### src/rtl/riscv_core_icache_axi_refill_if.sv
// rtl/riscv_core_icache_axi_refill_if.sv - AXI4 AR/R channel bundle between the icache refill master and memory
interface riscv_core_icache_axi_refill_if #(
  parameter int ADDR_WIDTH = 64,
  parameter int BUS_WIDTH  = 64,
  parameter int ID_WIDTH   = 4
);
  logic                  arvalid;
  logic                  arready;
  logic [ADDR_WIDTH-1:0] araddr;
  logic [7:0]            arlen;
  logic [2:0]            arsize;
  logic [1:0]            arburst;
  logic [ID_WIDTH-1:0]   arid;
  logic                  rvalid;
  logic                  rready;
  logic [BUS_WIDTH-1:0]  rdata;
  logic [1:0]            rresp;
  logic                  rlast;

  modport master (
    output arvalid, araddr, arlen, arsize, arburst, arid, rready,
    input  arready, rvalid, rdata, rresp, rlast
  );

  modport slave (
    input  arvalid, araddr, arlen, arsize, arburst, arid, rready,
    output arready, rvalid, rdata, rresp, rlast
  );
endinterface

### src/rtl/riscv_core_icache_axi_refill.sv
// rtl/riscv_core_icache_axi_refill.sv - AXI4 INCR-burst read master that assembles icache refill lines
module riscv_core_icache_axi_refill #(
  parameter int                  ADDR_WIDTH = 64,
  parameter int                  LINE_WIDTH = 256,
  parameter int                  BUS_WIDTH  = 64,
  parameter int                  ID_WIDTH   = 4,
  parameter logic [ID_WIDTH-1:0] ARID_VAL   = '0
) (
  input  logic                  i_clk,
  input  logic                  i_rst_n,
  input  logic                  i_mem_req,
  input  logic [ADDR_WIDTH-1:0] i_addr,
  output logic                  o_mem_done,
  output logic [LINE_WIDTH-1:0] o_line_data,
  output logic                  o_bus_error,
  output logic                  o_busy,
  riscv_core_icache_axi_refill_if.master axi
);

  localparam int BEATS  = LINE_WIDTH / BUS_WIDTH;
  localparam int CNT_W  = (BEATS > 1) ? $clog2(BEATS) : 1;
  localparam int OFFSET = $clog2(LINE_WIDTH / 8);
  localparam logic [CNT_W-1:0] LAST_BEAT = CNT_W'(BEATS - 1);

  localparam logic [1:0] S_IDLE = 2'd0;
  localparam logic [1:0] S_ADDR = 2'd1;
  localparam logic [1:0] S_DATA = 2'd2;
  localparam logic [1:0] S_DONE = 2'd3;

  logic [1:0]            state;
  logic [CNT_W-1:0]      beat_cnt;
  logic                  err_q;
  logic [ADDR_WIDTH-1:0] araddr_q;
  logic [LINE_WIDTH-1:0] line_q;
  logic                  is_last;
  logic                  unused_inputs;

  assign is_last = (beat_cnt == LAST_BEAT);

  always_ff @(posedge i_clk) begin
    if (!i_rst_n) begin
      state    <= S_IDLE;
      beat_cnt <= '0;
      err_q    <= 1'b0;
      araddr_q <= '0;
      line_q   <= '0;
    end else begin
      case (state)
        S_IDLE: begin
          // Line data is deliberately left alone here: the controller reads it after done.
          if (i_mem_req) begin
            araddr_q <= {i_addr[ADDR_WIDTH-1:OFFSET], {OFFSET{1'b0}}};
            err_q    <= 1'b0;
            beat_cnt <= '0;
            state    <= S_ADDR;
          end
        end
        S_ADDR: begin
          if (axi.arready) state <= S_DATA;
        end
        S_DATA: begin
          if (axi.rvalid) begin
            line_q[int'(beat_cnt) * BUS_WIDTH +: BUS_WIDTH] <= axi.rdata;
            beat_cnt <= beat_cnt + 1'b1;
            // rlast is only cross-checked; the beat count alone ends the burst.
            if (axi.rresp[1] || (axi.rlast != is_last)) err_q <= 1'b1;
            if (is_last) state <= S_DONE;
          end
        end
        S_DONE: begin
          state <= S_IDLE;
        end
        default: begin
          state <= S_IDLE;
        end
      endcase
    end
  end

  assign axi.arvalid = (state == S_ADDR);
  assign axi.araddr  = araddr_q;
  assign axi.arlen   = 8'(BEATS - 1);
  assign axi.arsize  = 3'($clog2(BUS_WIDTH / 8));
  assign axi.arburst = 2'b01;
  assign axi.arid    = ARID_VAL;
  assign axi.rready  = (state == S_DATA);

  assign o_mem_done  = (state == S_DONE);
  assign o_bus_error = (state == S_DONE) && err_q;
  assign o_busy      = (state != S_IDLE);
  assign o_line_data = line_q;

  assign unused_inputs = ^{i_addr[OFFSET-1:0], axi.rresp[0]};

endmodule

### src/flat_wrapper.sv
// flat-port wrapper written by rule: the top's interface ports become plain ports
module riscv_core_icache_axi_refill_flat 
#(
  parameter int                  ADDR_WIDTH = 64,
  parameter int                  LINE_WIDTH = 256,
  parameter int                  BUS_WIDTH  = 64,
  parameter int                  ID_WIDTH   = 4,
  parameter logic [ID_WIDTH-1:0] ARID_VAL   = '0
)
  (i_clk, i_rst_n, i_mem_req, i_addr, o_mem_done, o_line_data, o_bus_error, o_busy, axi_arvalid, axi_araddr, axi_arlen, axi_arsize, axi_arburst, axi_arid, axi_rready, axi_arready, axi_rvalid, axi_rdata, axi_rresp, axi_rlast);
  riscv_core_icache_axi_refill_if #(.ADDR_WIDTH(ADDR_WIDTH), .BUS_WIDTH(BUS_WIDTH), .ID_WIDTH(ID_WIDTH)) axi_i ();
  input  logic i_clk;
  input  logic i_rst_n;
  input  logic i_mem_req;
  input  logic [ADDR_WIDTH-1:0] i_addr;
  output logic o_mem_done;
  output logic [LINE_WIDTH-1:0] o_line_data;
  output logic o_bus_error;
  output logic o_busy;
  output wire logic [$bits(axi_i.arvalid)-1:0] axi_arvalid;
  output wire logic [$bits(axi_i.araddr)-1:0] axi_araddr;
  output wire logic [$bits(axi_i.arlen)-1:0] axi_arlen;
  output wire logic [$bits(axi_i.arsize)-1:0] axi_arsize;
  output wire logic [$bits(axi_i.arburst)-1:0] axi_arburst;
  output wire logic [$bits(axi_i.arid)-1:0] axi_arid;
  output wire logic [$bits(axi_i.rready)-1:0] axi_rready;
  input wire logic [$bits(axi_i.arready)-1:0] axi_arready;
  input wire logic [$bits(axi_i.rvalid)-1:0] axi_rvalid;
  input wire logic [$bits(axi_i.rdata)-1:0] axi_rdata;
  input wire logic [$bits(axi_i.rresp)-1:0] axi_rresp;
  input wire logic [$bits(axi_i.rlast)-1:0] axi_rlast;
  assign axi_arvalid = axi_i.arvalid;
  assign axi_araddr = axi_i.araddr;
  assign axi_arlen = axi_i.arlen;
  assign axi_arsize = axi_i.arsize;
  assign axi_arburst = axi_i.arburst;
  assign axi_arid = axi_i.arid;
  assign axi_rready = axi_i.rready;
  assign axi_i.arready = axi_arready;
  assign axi_i.rvalid = axi_rvalid;
  assign axi_i.rdata = axi_rdata;
  assign axi_i.rresp = axi_rresp;
  assign axi_i.rlast = axi_rlast;
  riscv_core_icache_axi_refill #(.ADDR_WIDTH(ADDR_WIDTH), .LINE_WIDTH(LINE_WIDTH), .BUS_WIDTH(BUS_WIDTH), .ID_WIDTH(ID_WIDTH), .ARID_VAL(ARID_VAL)) u_core (.i_clk(i_clk), .i_rst_n(i_rst_n), .i_mem_req(i_mem_req), .i_addr(i_addr), .o_mem_done(o_mem_done), .o_line_data(o_line_data), .o_bus_error(o_bus_error), .o_busy(o_busy), .axi(axi_i));
endmodule
### config.mk
export PLATFORM = sky130hd
export DESIGN_NAME = riscv_core_icache_axi_refill_flat
export DESIGN_NICKNAME = d
export VERILOG_FILES = /design/src/rtl/riscv_core_icache_axi_refill_if.sv /design/src/rtl/riscv_core_icache_axi_refill.sv /design/src/flat_wrapper.sv
export SDC_FILE = /design/constraint.sdc
export NUM_CORES = 1
export LEC_CHECK = 0
export ABC_AREA = 1
export BUFFER_PORTS_ARGS = -buffer_cell sky130_fd_sc_hd__buf_2
export CAP_MARGIN = 0
export CORE_ASPECT_RATIO = 0.5
export CORE_MARGIN = 10
export CORE_UTILIZATION = 53
export CTS_BUF_LIST = sky130_fd_sc_hd__clkbuf_16
export DETAILED_ROUTE_END_ITERATION = 12
export GPL_TIMING_DRIVEN = 0
export PLACE_DENSITY = 0.93
export REMOVE_ABC_BUFFERS = 1
export SLEW_MARGIN = 20
export SYNTH_ARGS = -nofsm -noshare
export SYNTH_HDL_FRONTEND = slang
export SYNTH_SLANG_ARGS = --single-unit
### constraint.sdc
create_clock -name i_clk -period 4.9 [get_ports i_clk]
set_clock_uncertainty 0.1 [all_clocks]
set_input_delay 0.49 -clock i_clk [delete_from_list [all_inputs] [get_ports i_clk]]
set_output_delay 0.49 -clock i_clk [all_outputs]
set_load 0.005 [all_outputs]
-- Word level (Yosys, flattened, before mapping)
Cells that the tools add are included.
- flip-flop bits (word level): 320
- output and inout port bits: 342
- add/sub/neg operators: 2
- equal/unequal tests: 10
- shift-type cells: 2
- muxes and demuxes: 13
- reduce and logical (&&, ||, !) cells: 10
- operators with widths (kind ; count):
    $bwmux W256 ; 1
    $shift A64 B33 Y256 const A ; 1
    $shiftx A64 B33 Y256 ; 1
    $neg A8 Y33 ; 1
    $mux W2 ; 6
    $ne A2 B1 Y1 const B ; 4
    $pmux W2 S4 ; 1
    $reduce_and A4 Y1 ; 2
    $eq A2 B2 Y1 const B ; 3
    $pmux W2 S2 ; 1
    $reduce_and A2 Y1 ; 2
    $reduce_bool A2 Y1 ; 2
    $mux W1 ; 3
    $reduce_and A3 Y1 ; 1
    $add A2 B1 Y2 const B ; 1
    $eq A2 B1 Y1 const B ; 1
    $logic_not A2 Y1 ; 1
    $ne A2 B2 Y1 const B ; 1
    $pmux W1 S2 ; 1
    $logic_and A1 B1 Y1 ; 1
    $logic_or A1 B1 Y1 ; 1
    $ne A1 B1 Y1 ; 1

-- Longest topological paths before layout
Gate-level depths: netlist of run 1.
- depth after elaboration: 6
- mapped depth: 11
- mapped depth without buffers: 8

-- Worst setup path after synthesis of run 1
Ideal clock, no wire load.
- path kind: reg-to-reg
- from: reg u_core.beat_cnt[0]
- to: reg u_core.line_q[208] (netlist: u_core.o_line_data[208])
- library setup time: 70 ps
- arrival: 1987 ps
- slack: 2742 ps
- stages on the path, launching flop included: 9
- buffers on the path: 2
- path through: dfxtp_1 -> inv_2 -> clkbuf_1 -> ha_1 -> or2_2 -> nor2_8 -> buf_2 -> nand2_1 -> a21oi_1
- longest elaborated chain between the ends: 3
- ends and longest elaborated chain (item ; line ; RTL):
    start: declaration ; riscv_core_icache_axi_refill.sv:31 ; logic [CNT_W-1:0] beat_cnt;
    start signal: assignment ; riscv_core_icache_axi_refill.sv:64 ; beat_cnt <= beat_cnt + 1'b1;
    $neg A8 Y33 (*) ; riscv_core_icache_axi_refill.sv:63 ; line_q[int'(beat_cnt) * BUS_WIDTH +: BUS_WIDTH] <= axi.rdata;
    $shiftx A64 B33 Y256 / $shift A64 B33 Y256 (equally long branches) ; riscv_core_icache_axi_refill.sv:63 ;
    $bwmux W256 (*) ; riscv_core_icache_axi_refill.sv:63 ;
    end signal: indexed assignment ; riscv_core_icache_axi_refill.sv:63 ;
    end: declaration ; riscv_core_icache_axi_refill.sv:34 ; logic [LINE_WIDTH-1:0] line_q;
Mark *: on every way between the ends. The rest lies on a longest branch, timed or not.
A chain may end at the register's enable or synchronous reset.

-- Final worst setup path of run 1
- from: reg u_core.beat_cnt[0]
- to: reg u_core.line_q[13] (netlist: u_core.o_line_data[13])
Same word-level chain as after synthesis.

==> results of run 1 <==
-- power groups by stage --
stage	registers [W]	logic, W	clock network (W)
after global placement	0.00300	0.00140	0
after detailed placement	0.00301	0.00153	0
after global routing	0.00298	0.00172	0.00253
final	0.00296	0.00155	0.00240
after floorplan	0.00304	0.000743	0
after CTS	0.00296	0.00154	0.00243
-- worst max-delay path, cell delays in order, from the launching register on --
cell and delay (ns):
sky130_fd_sc_hd__dfxtp_1 0.44, sky130_fd_sc_hd__inv_4 0.67, sky130_fd_sc_hd__ha_1 0.82, sky130_fd_sc_hd__inv_6 0.33, sky130_fd_sc_hd__buf_16 0.32, sky130_fd_sc_hd__nor2_4 0.47, sky130_fd_sc_hd__buf_12 0.27, sky130_fd_sc_hd__nand3_1 0.11
sky130_fd_sc_hd__a21oi_1 0.17
-- through the flow --
stage / total power, W / utilization / cells / hold slack [ns]
2_1_floorplan: 0.003781 / - / 1503 / 0.3278
3_3_place_gp: 0.004398 / 0.6250 / 2259 / 0.3435
3_5_place_dp: 0.004543 / 0.6464 / 2277 / 0.3517
4_1_cts: 0.006926 / 0.6898 / 2329 / 0.06715
5_1_grt: 0.007232 / 0.6899 / 2330 / 0.08464
6_report: 0.006917 / 0.6899 / 2330 / 0.08335
-- flip-flops by register name, indices dropped and copies added (netlist names) --
signal,cells
u_core.state,2
u_core.beat_cnt,2
u_core.axi.araddr,59
u_core.o_line_data,256
u_core.err_q,1
-- worst min-delay path by stage --
stage | from | end | slack (ns) | cells past startpoint
5_1_grt | i_addr[48] | u_core.axi.araddr[48] | 0.08 | 3
2_1_floorplan | u_core.err_q | u_core.err_q | 0.33 | 2
3_5_place_dp | u_core.o_line_data[211] | u_core.o_line_data[211] | 0.35 | 2
6_report | i_addr[34] | u_core.axi.araddr[34] | 0.08 | 3
3_3_place_gp | u_core.err_q | u_core.err_q | 0.34 | 2
4_1_cts | i_addr[46] | u_core.axi.araddr[46] | 0.07 | 3
-- Yosys cell counts, drive strengths merged --
| cell | instances | share of area |
|---|---|---|
| dfxtp | 320 | 0.51 |
| inv | 28 | 0.0084 |
| nand2 | 344 | 0.10 |
| nand3b | 1 | 0.00060 |
| nand3 | 128 | 0.051 |
| or2 | 1 | 0.00050 |
| clkbuf | 57 | 0.017 |
| buf | 104 | 0.048 |
| clkinv | 1 | 0.00030 |
| conb | 2 | 0.00060 |
| ha | 11 | 0.011 |
| a21oi | 259 | 0.10 |
| nor3 | 9 | 0.0036 |
| nor2 | 199 | 0.064 |
| o21ai | 180 | 0.072 |
-- kinds of logic after synthesis --
family,after synthesis,synth area share
buffers and inverters,190,0.07422
AOI/OAI and AO/OA,439,0.1761
adders and majority gates,11,0.01103
and+or+nand+nor,682,0.2245
DFF,320,0.5135
other,2,0.0006020
-- routing by layer --
| metal | track usage | up-vias | part of all wire |
|---|---|---|---|
| li1 | - | 6089 | - |
| met1 | 0.3247 | 5982 | 0.37 |
| met2 | 0.4671 | 773 | 0.47 |
| met3 | 0.05906 | 232 | 0.089 |
| met4 | 0.1870 | 0 | 0.078 |
| met5 | 0 | - | 0 |
-- layout make-up --
type | instances | area [um2] | area share
multi-input cells | 1154 | 5248 | 0.3309
flip-flops and latches | 320 | 6406 | 0.4040
clock inverters | 23 | 272.8 | 0.01720
diodes | 1 | 2.502 | 0.0001578
repair buffers | 467 | 2696 | 0.1700
well taps | 307 | 384.1 | 0.02422
inverters | 29 | 121.4 | 0.007654
clock buffers | 29 | 725.7 | 0.04577
==> qor.log, run 1 <==
INFO  outcome        status=complete, no violations
INFO  place          dpl_cell_area=14860um2
INFO  place          place_hpwl=31480um
INFO  floorplan      die_width=237.0um
INFO  logic_synthesis post_synth_inst_count=1644
INFO  clock_tree     cts_hold_buffers=0
INFO  clock_tree     ctsRootBufferMaster=sky130_fd_sc_hd__clkbuf_16
INFO  critical_path  rr_startpoint=u_core.beat_cnt[0]
INFO  critical_path  worst_r2r_endpoint=u_core.o_line_data[13]
INFO  floorplan      core-area=22980um2
INFO  floorplan      die_y=128.5um
INFO  grt            largest_net_degree_at_the_start_of_global_routing=115
INFO  finish         mostFrequentLayoutCell=sky130_fd_sc_hd__buf_2
INFO  floorplan      floorplan.io_pins=478
INFO  floorplan      initial_core_utilization=0.5428
INFO  clock_tree     numCtsBuffers=28
INFO  critical_path  worstSetupPathType=flip-flop to flip-flop
INFO  grt            grtUsageTotal=0.2796
INFO  detailed_routing remaining_drc_errors=0
INFO  floorplan      die-area=30450um2
INFO  detailed_routing routed_wl=45980um
INFO  grt            grt.overflow.total=0
INFO  finish         flow.area_growth_from_synthesis=27.11%
INFO  power_and_ir_drop power_switching=0.002122W
INFO  sta            setup_total_negative_slack=0ns
INFO  sta            max_freq=0.2602GHz
INFO  clock_tree     post_cts_resized=0
INFO  place          routability_congestion=0.8819
INFO  power_and_ir_drop proportion_of_power_drawn_by_flip_flops_and_latches=0.428
INFO  detailed_routing number_of_nets_with_antenna_violations_after_routing=0
INFO  place          place_ws=1.116ns
INFO  critical_path  setup.worst_path.end=u_core.o_line_data[13]
INFO  place          io_port_bufs=449
INFO  power_and_ir_drop power_density=436.2nW/um2
INFO  finish         drive_above_1_share=0.2626
INFO  run            drv.max_cap_violation_count=0
INFO  clock_tree     h-tree-depth=1
INFO  clock_tree     postCtsSetupRepairBufs=0
INFO  sta            max_slew_margin=0.2786
INFO  power_and_ir_drop power.switching_fraction=0.3067
INFO  power_and_ir_drop clock_power_share=0.347
INFO  detailed_routing dr.first_iter.drc_count=1297
INFO  critical_path  regToRegSetupSlack=1.06ns
INFO  sta            hold_viol=0
INFO  clock_tree     cts_tree=yes
INFO  sta            final.period_utilization=0.7845
INFO  grt            first_global_vias=12370
INFO  critical_path  cp-end-kind=flip-flop
INFO  floorplan      fp-row-count=39
INFO  power_and_ir_drop total_leakage_power=7.171nW
INFO  detailed_routing wl_per_cell=19.73um
INFO  power_and_ir_drop ir_worst_vdd=0.0003987V
INFO  sta            worst_pin_slew=1.082ns
INFO  logic_synthesis mappedNetlistArea=12470um2
INFO  grt            grt_antenna_before_repair=1
INFO  min_path       worst_hold_path_type=input port to flip-flop
INFO  critical_path  worst_ep_arrival_time=4.21ns
INFO  sta            post-route-worst-setup-slack=1.056ns
INFO  logic_synthesis synth.avg_cell_area=7.588um2
INFO  detailed_routing detailroute.via_count=13080
INFO  critical_path  worst_r2r_path_depth=8
INFO  clock_tree     clock_latency=0.55ns
INFO  critical_path  crit_path_start=u_core.beat_cnt[0]
INFO  finish         nNetsFinal=2147
INFO  sta            number_of_pins_exceeding_their_max_slew_limit_in_the_final_report=0
INFO  clock_tree     cts.sink_count=320
INFO  logic_synthesis seq_area_frac_synth=0.5135
INFO  sta            period_needed=3.844ns
INFO  grt            grt_pass1_wl=70050um
INFO  power_and_ir_drop cell_internal_pwr=0.004795W
INFO  finish         most-common-layout-cells=sky130_fd_sc_hd__buf_2, sky130_fd_sc_hd__nand2_1, sky130_fd_sc_hd__dfxtp_1, sky130_fd_sc_hd__a21oi_1, sky130_fd_sc_hd__nor2_1
INFO  sta            grt_setup_unrepaired=no
INFO  logic_synthesis yosysUniqueCellTypes=23
INFO  sta            final-setup-viol-count=0
INFO  critical_path  critical_path_required=5.27ns
INFO  finish         fin_area=15860um2
INFO  logic_synthesis synth_warnings=0
INFO  critical_path  critical_path_start_type=flip-flop
INFO  detailed_routing route.detailed.vias_per_inst=5.612
INFO  critical_path  crit_path_max_fanout=68
INFO  detailed_routing detailedRoute.firstPassIterationCount=5
INFO  logic_synthesis ff_latch_count_synth=320
INFO  clock_tree     max-clock-path-buffers=3
INFO  power_and_ir_drop pwr-share-comb=0.225
INFO  clock_tree     clkSlewWorstSetupHoldPaths=0.07ns
INFO  finish         n_fill_cell=1820
(Power assumes the default switching activity.)
==> run 2, diff against run 1 <==
Settings changed: CORE_UTILIZATION 53 to 44, PLACE_DENSITY 0.93 to 0.83.
Clock period 4.9 ns to 3.38 ns, I/O delays scaled along.
==> run 2 against run 1 <==
  * Setup slack worse by 0.88 ns
  * Wire length up 8.8%
  * Global-route usage down 2.5 points
  * Die area up 18%
  * Fmax up 20%
  * Register-to-register slack worse by 0.88 ns
  * Critical path depth down 2
  * Sequential cell count unchanged
  * Sequential share of layout area down 3.0 points
  * Combinational power up 56%
  * First-iteration DRC count up 26%
  * Design area up 7.9%
  * Critical endpoint is now u_core.o_line_data[255]
==> qor.log, run 2 (same netlist as run 1, synthesis figures left out) <==
INFO  power_and_ir_drop total_leakage_power=7.673nW [+7.0%]
INFO  detailed_routing remaining_drc_errors=0 [unchanged]
INFO  clock_tree     postCtsSetupRepairBufs=0 [unchanged]
INFO  run            drv.max_cap_violation_count=0 [unchanged]
INFO  place          place_ws=-0.4127ns [-1.528 ns]
INFO  critical_path  worst_r2r_endpoint=u_core.o_line_data[255]
INFO  critical_path  timing.critical_path.max_delay_family=simple AND/OR/NAND/NOR gates
INFO  grt            first_global_vias=12800 [+3.5%]
INFO  grt            grtUsageTotal=0.2546 [-0.02504]
INFO  clock_tree     numCtsBuffers=29 [+3.6%]
INFO  detailed_routing wl_per_cell=19.80um [+0.35%]
INFO  detailed_routing route.detailed.vias_per_inst=5.441 [-3.0%]
INFO  sta            max_freq=0.3124GHz [+20%]
INFO  sta            max_slew_margin=0.2489 [-0.02969]
INFO  sta            setup_total_negative_slack=0ns [unchanged]
INFO  detailed_routing dr.first_iter.drc_count=1636 [+26%]
INFO  grt            largest_net_degree_at_the_start_of_global_routing=117 [+1.7%]
INFO  critical_path  worstSetupPathType=flip-flop to flip-flop
INFO  sta            grt_setup_unrepaired=no
INFO  clock_tree     max-clock-path-buffers=3 [unchanged]
INFO  finish         mostFrequentLayoutCell=sky130_fd_sc_hd__buf_2
INFO  critical_path  worst_r2r_path_depth=6 [-2]
INFO  critical_path  setup.worst_path.end=u_core.o_line_data[255]
INFO  critical_path  crit_path_max_fanout=68 [unchanged]
INFO  critical_path  crit_path_start=u_core.beat_cnt[0]
INFO  critical_path  critical_path_start_type=flip-flop
INFO  detailed_routing detailedRoute.firstPassIterationCount=8 [+3]
INFO  critical_path  worst_ep_arrival_time=3.59ns [-0.62 ns]
INFO  place          io_port_bufs=449 [unchanged]
INFO  sta            worst_pin_slew=1.124ns [+0.04186 ns]
INFO  floorplan      floorplan.io_pins=478 [unchanged]
INFO  finish         drive_above_1_share=0.2465 [-0.01611]
INFO  critical_path  cp-end-kind=flip-flop
INFO  detailed_routing routed_wl=50020um [+8.8%]
INFO  critical_path  critical_path_required=3.76ns [-1.51 ns]
INFO  power_and_ir_drop ir_worst_vdd=0.0003902V [-2.1%]
INFO  place          routability_congestion=0.8491 [-3.7%]
INFO  clock_tree     h-tree-depth=1 [unchanged]
INFO  detailed_routing detailroute.via_count=13750 [+5.1%]
INFO  sta            hold_viol=0 [unchanged]
INFO  floorplan      die_width=258.1um [+8.9%]
INFO  grt            grt_pass1_wl=74390um [+6.2%]
INFO  clock_tree     cts.sink_count=320 [unchanged]
INFO  sta            final-setup-viol-count=0 [unchanged]
INFO  critical_path  worstPathBufferInverterCount=1 [-3]
INFO  detailed_routing number_of_nets_with_antenna_violations_after_routing=0 [unchanged]
INFO  critical_path  slowest_stage=sky130_fd_sc_hd__nor2_4
INFO  sta            number_of_pins_exceeding_their_max_slew_limit_in_the_final_report=0 [unchanged]
INFO  critical_path  regToRegSetupSlack=0.18ns [-0.88 ns]
INFO  grt            grt_antenna_before_repair=2 [+1]
INFO  floorplan      die_y=139.1um [+8.2%]
INFO  floorplan      core-area=27820um2 [+21%]
INFO  sta            post-route-worst-setup-slack=0.1785ns [-0.8776 ns]
INFO  sta            finalHoldWorstSlack=0.02060ns [-0.06276 ns]
INFO  clock_tree     clkSlewWorstSetupHoldPaths=0.07ns [about the same]
INFO  finish         n_fill_cell=2317 [+27%]
INFO  sta            period_needed=3.202ns [-0.6424 ns]
INFO  grt            grt.overflow.total=0 [unchanged]
INFO  power_and_ir_drop power_density=586.5nW/um2 [+34%]
INFO  critical_path  worst-path-stages=6 [-2]
INFO  floorplan      die-area=35890um2 [+18%]
INFO  place          place_hpwl=31940um [+1.4%]
INFO  finish         most-common-layout-cells=sky130_fd_sc_hd__buf_2, sky130_fd_sc_hd__nand2_1, sky130_fd_sc_hd__dfxtp_1, sky130_fd_sc_hd__a21oi_1, sky130_fd_sc_hd__nor2_1
INFO  sta            final.period_utilization=0.9472 [+0.1627]
INFO  outcome        status=complete, no violations
INFO  min_path       worst_hold_path_type=input port to flip-flop
INFO  clock_tree     clock_latency=0.55ns [about the same]
INFO  finish         nNetsFinal=2270 [+5.7%]
INFO  finish         largest_reg_flops=256 [unchanged]
INFO  clock_tree     cts_tree=yes
INFO  floorplan      initial_core_utilization=0.4485 [-0.09429]
INFO  critical_path  max_stage_delay=0.88ns [+0.06 ns]
INFO  finish         flow.area_growth_from_synthesis=37.17%
INFO  clock_tree     ctsRootBufferMaster=sky130_fd_sc_hd__clkbuf_16
INFO  critical_path  worstPathCellList=bufinv_8, ha_1, or2_2, nor2_4, nand2_1, a21oi_1
INFO  critical_path  rr_startpoint=u_core.beat_cnt[0]
INFO  floorplan      fp-row-count=43 [+10%]
## run 2: worst min path at each step
stage,startpoint,to,slack [ns],cells after the start
floorplan,u_core.err_q,u_core.err_q,0.33,2
global placement,u_core.err_q,u_core.err_q,0.35,2
detailed placement,u_core.err_q,u_core.err_q,0.35,2
CTS,axi_rdata[43],u_core.o_line_data[171],0.007,3
global route,axi_rdata[43],u_core.o_line_data[171],0.02,3
finish,axi_rdata[43],u_core.o_line_data[171],0.02,3
## run 2: area by class of cell
cell class              instances  area (um2)  area share
clock inverters                21       200.2     0.01170
multi-input cells            1155        5271      0.3081
inverters                      29       132.6    0.007751
flip-flops and latches        320        6406      0.3744
repair buffers                588        3892      0.2275
diodes                          2       5.005   0.0002925
well taps                     382       478.0     0.02793
clock buffers                  29       725.7     0.04241
## run 2: metrics by stage
step                total power (W)  utilization  instances  cell area (um2)
floorplan                  0.005482            -       1503            11730
global placement           0.006389       0.5198       2334            14460
detailed placement         0.006578       0.5369       2352            14930
CTS                        0.009974       0.6139       2523            17080
global route                0.01048       0.6152       2526            17110
finish                      0.01004       0.6152       2526            17110
## run 2: report_power, final
group / total, W / switching (W) / internal [W] / leakage [nW]
clock: 0.00332 / 0.00146 / 0.00186 / 0.482
combinational: 0.00242 / 0.00151 / 0.000902 / 4.59
sequential: 0.00430 / 0.000178 / 0.00412 / 2.60
## run 2: per-layer routing
| metal | part of all wire | global-route usage | wire, um | up-vias |
|---|---|---|---|---|
| met5 | 0 | 0 | 0 | - |
| met4 | 0.081 | 0.1789 | 4030 | 0 |
| met3 | 0.081 | 0.04323 | 4027 | 261 |
| met2 | 0.48 | 0.4338 | 23880 | 875 |
| met1 | 0.36 | 0.2875 | 18080 | 6273 |
| li1 | - | - | - | 6336 |
## run 2: timing repair
item	in CTS	in global routing
hold endpoints to repair	169	0
pin swaps	0	1
endpoints found under the setup margin	65	54
hold buffers	121	0
gates cloned	0	1
resized for setup	2	2
## run 2: worst min-delay path: stages
cell and delay, ns:
sky130_fd_sc_hd__buf_2 0.14, sky130_fd_sc_hd__nand3_1 0.08, sky130_fd_sc_hd__a21oi_1 0.06
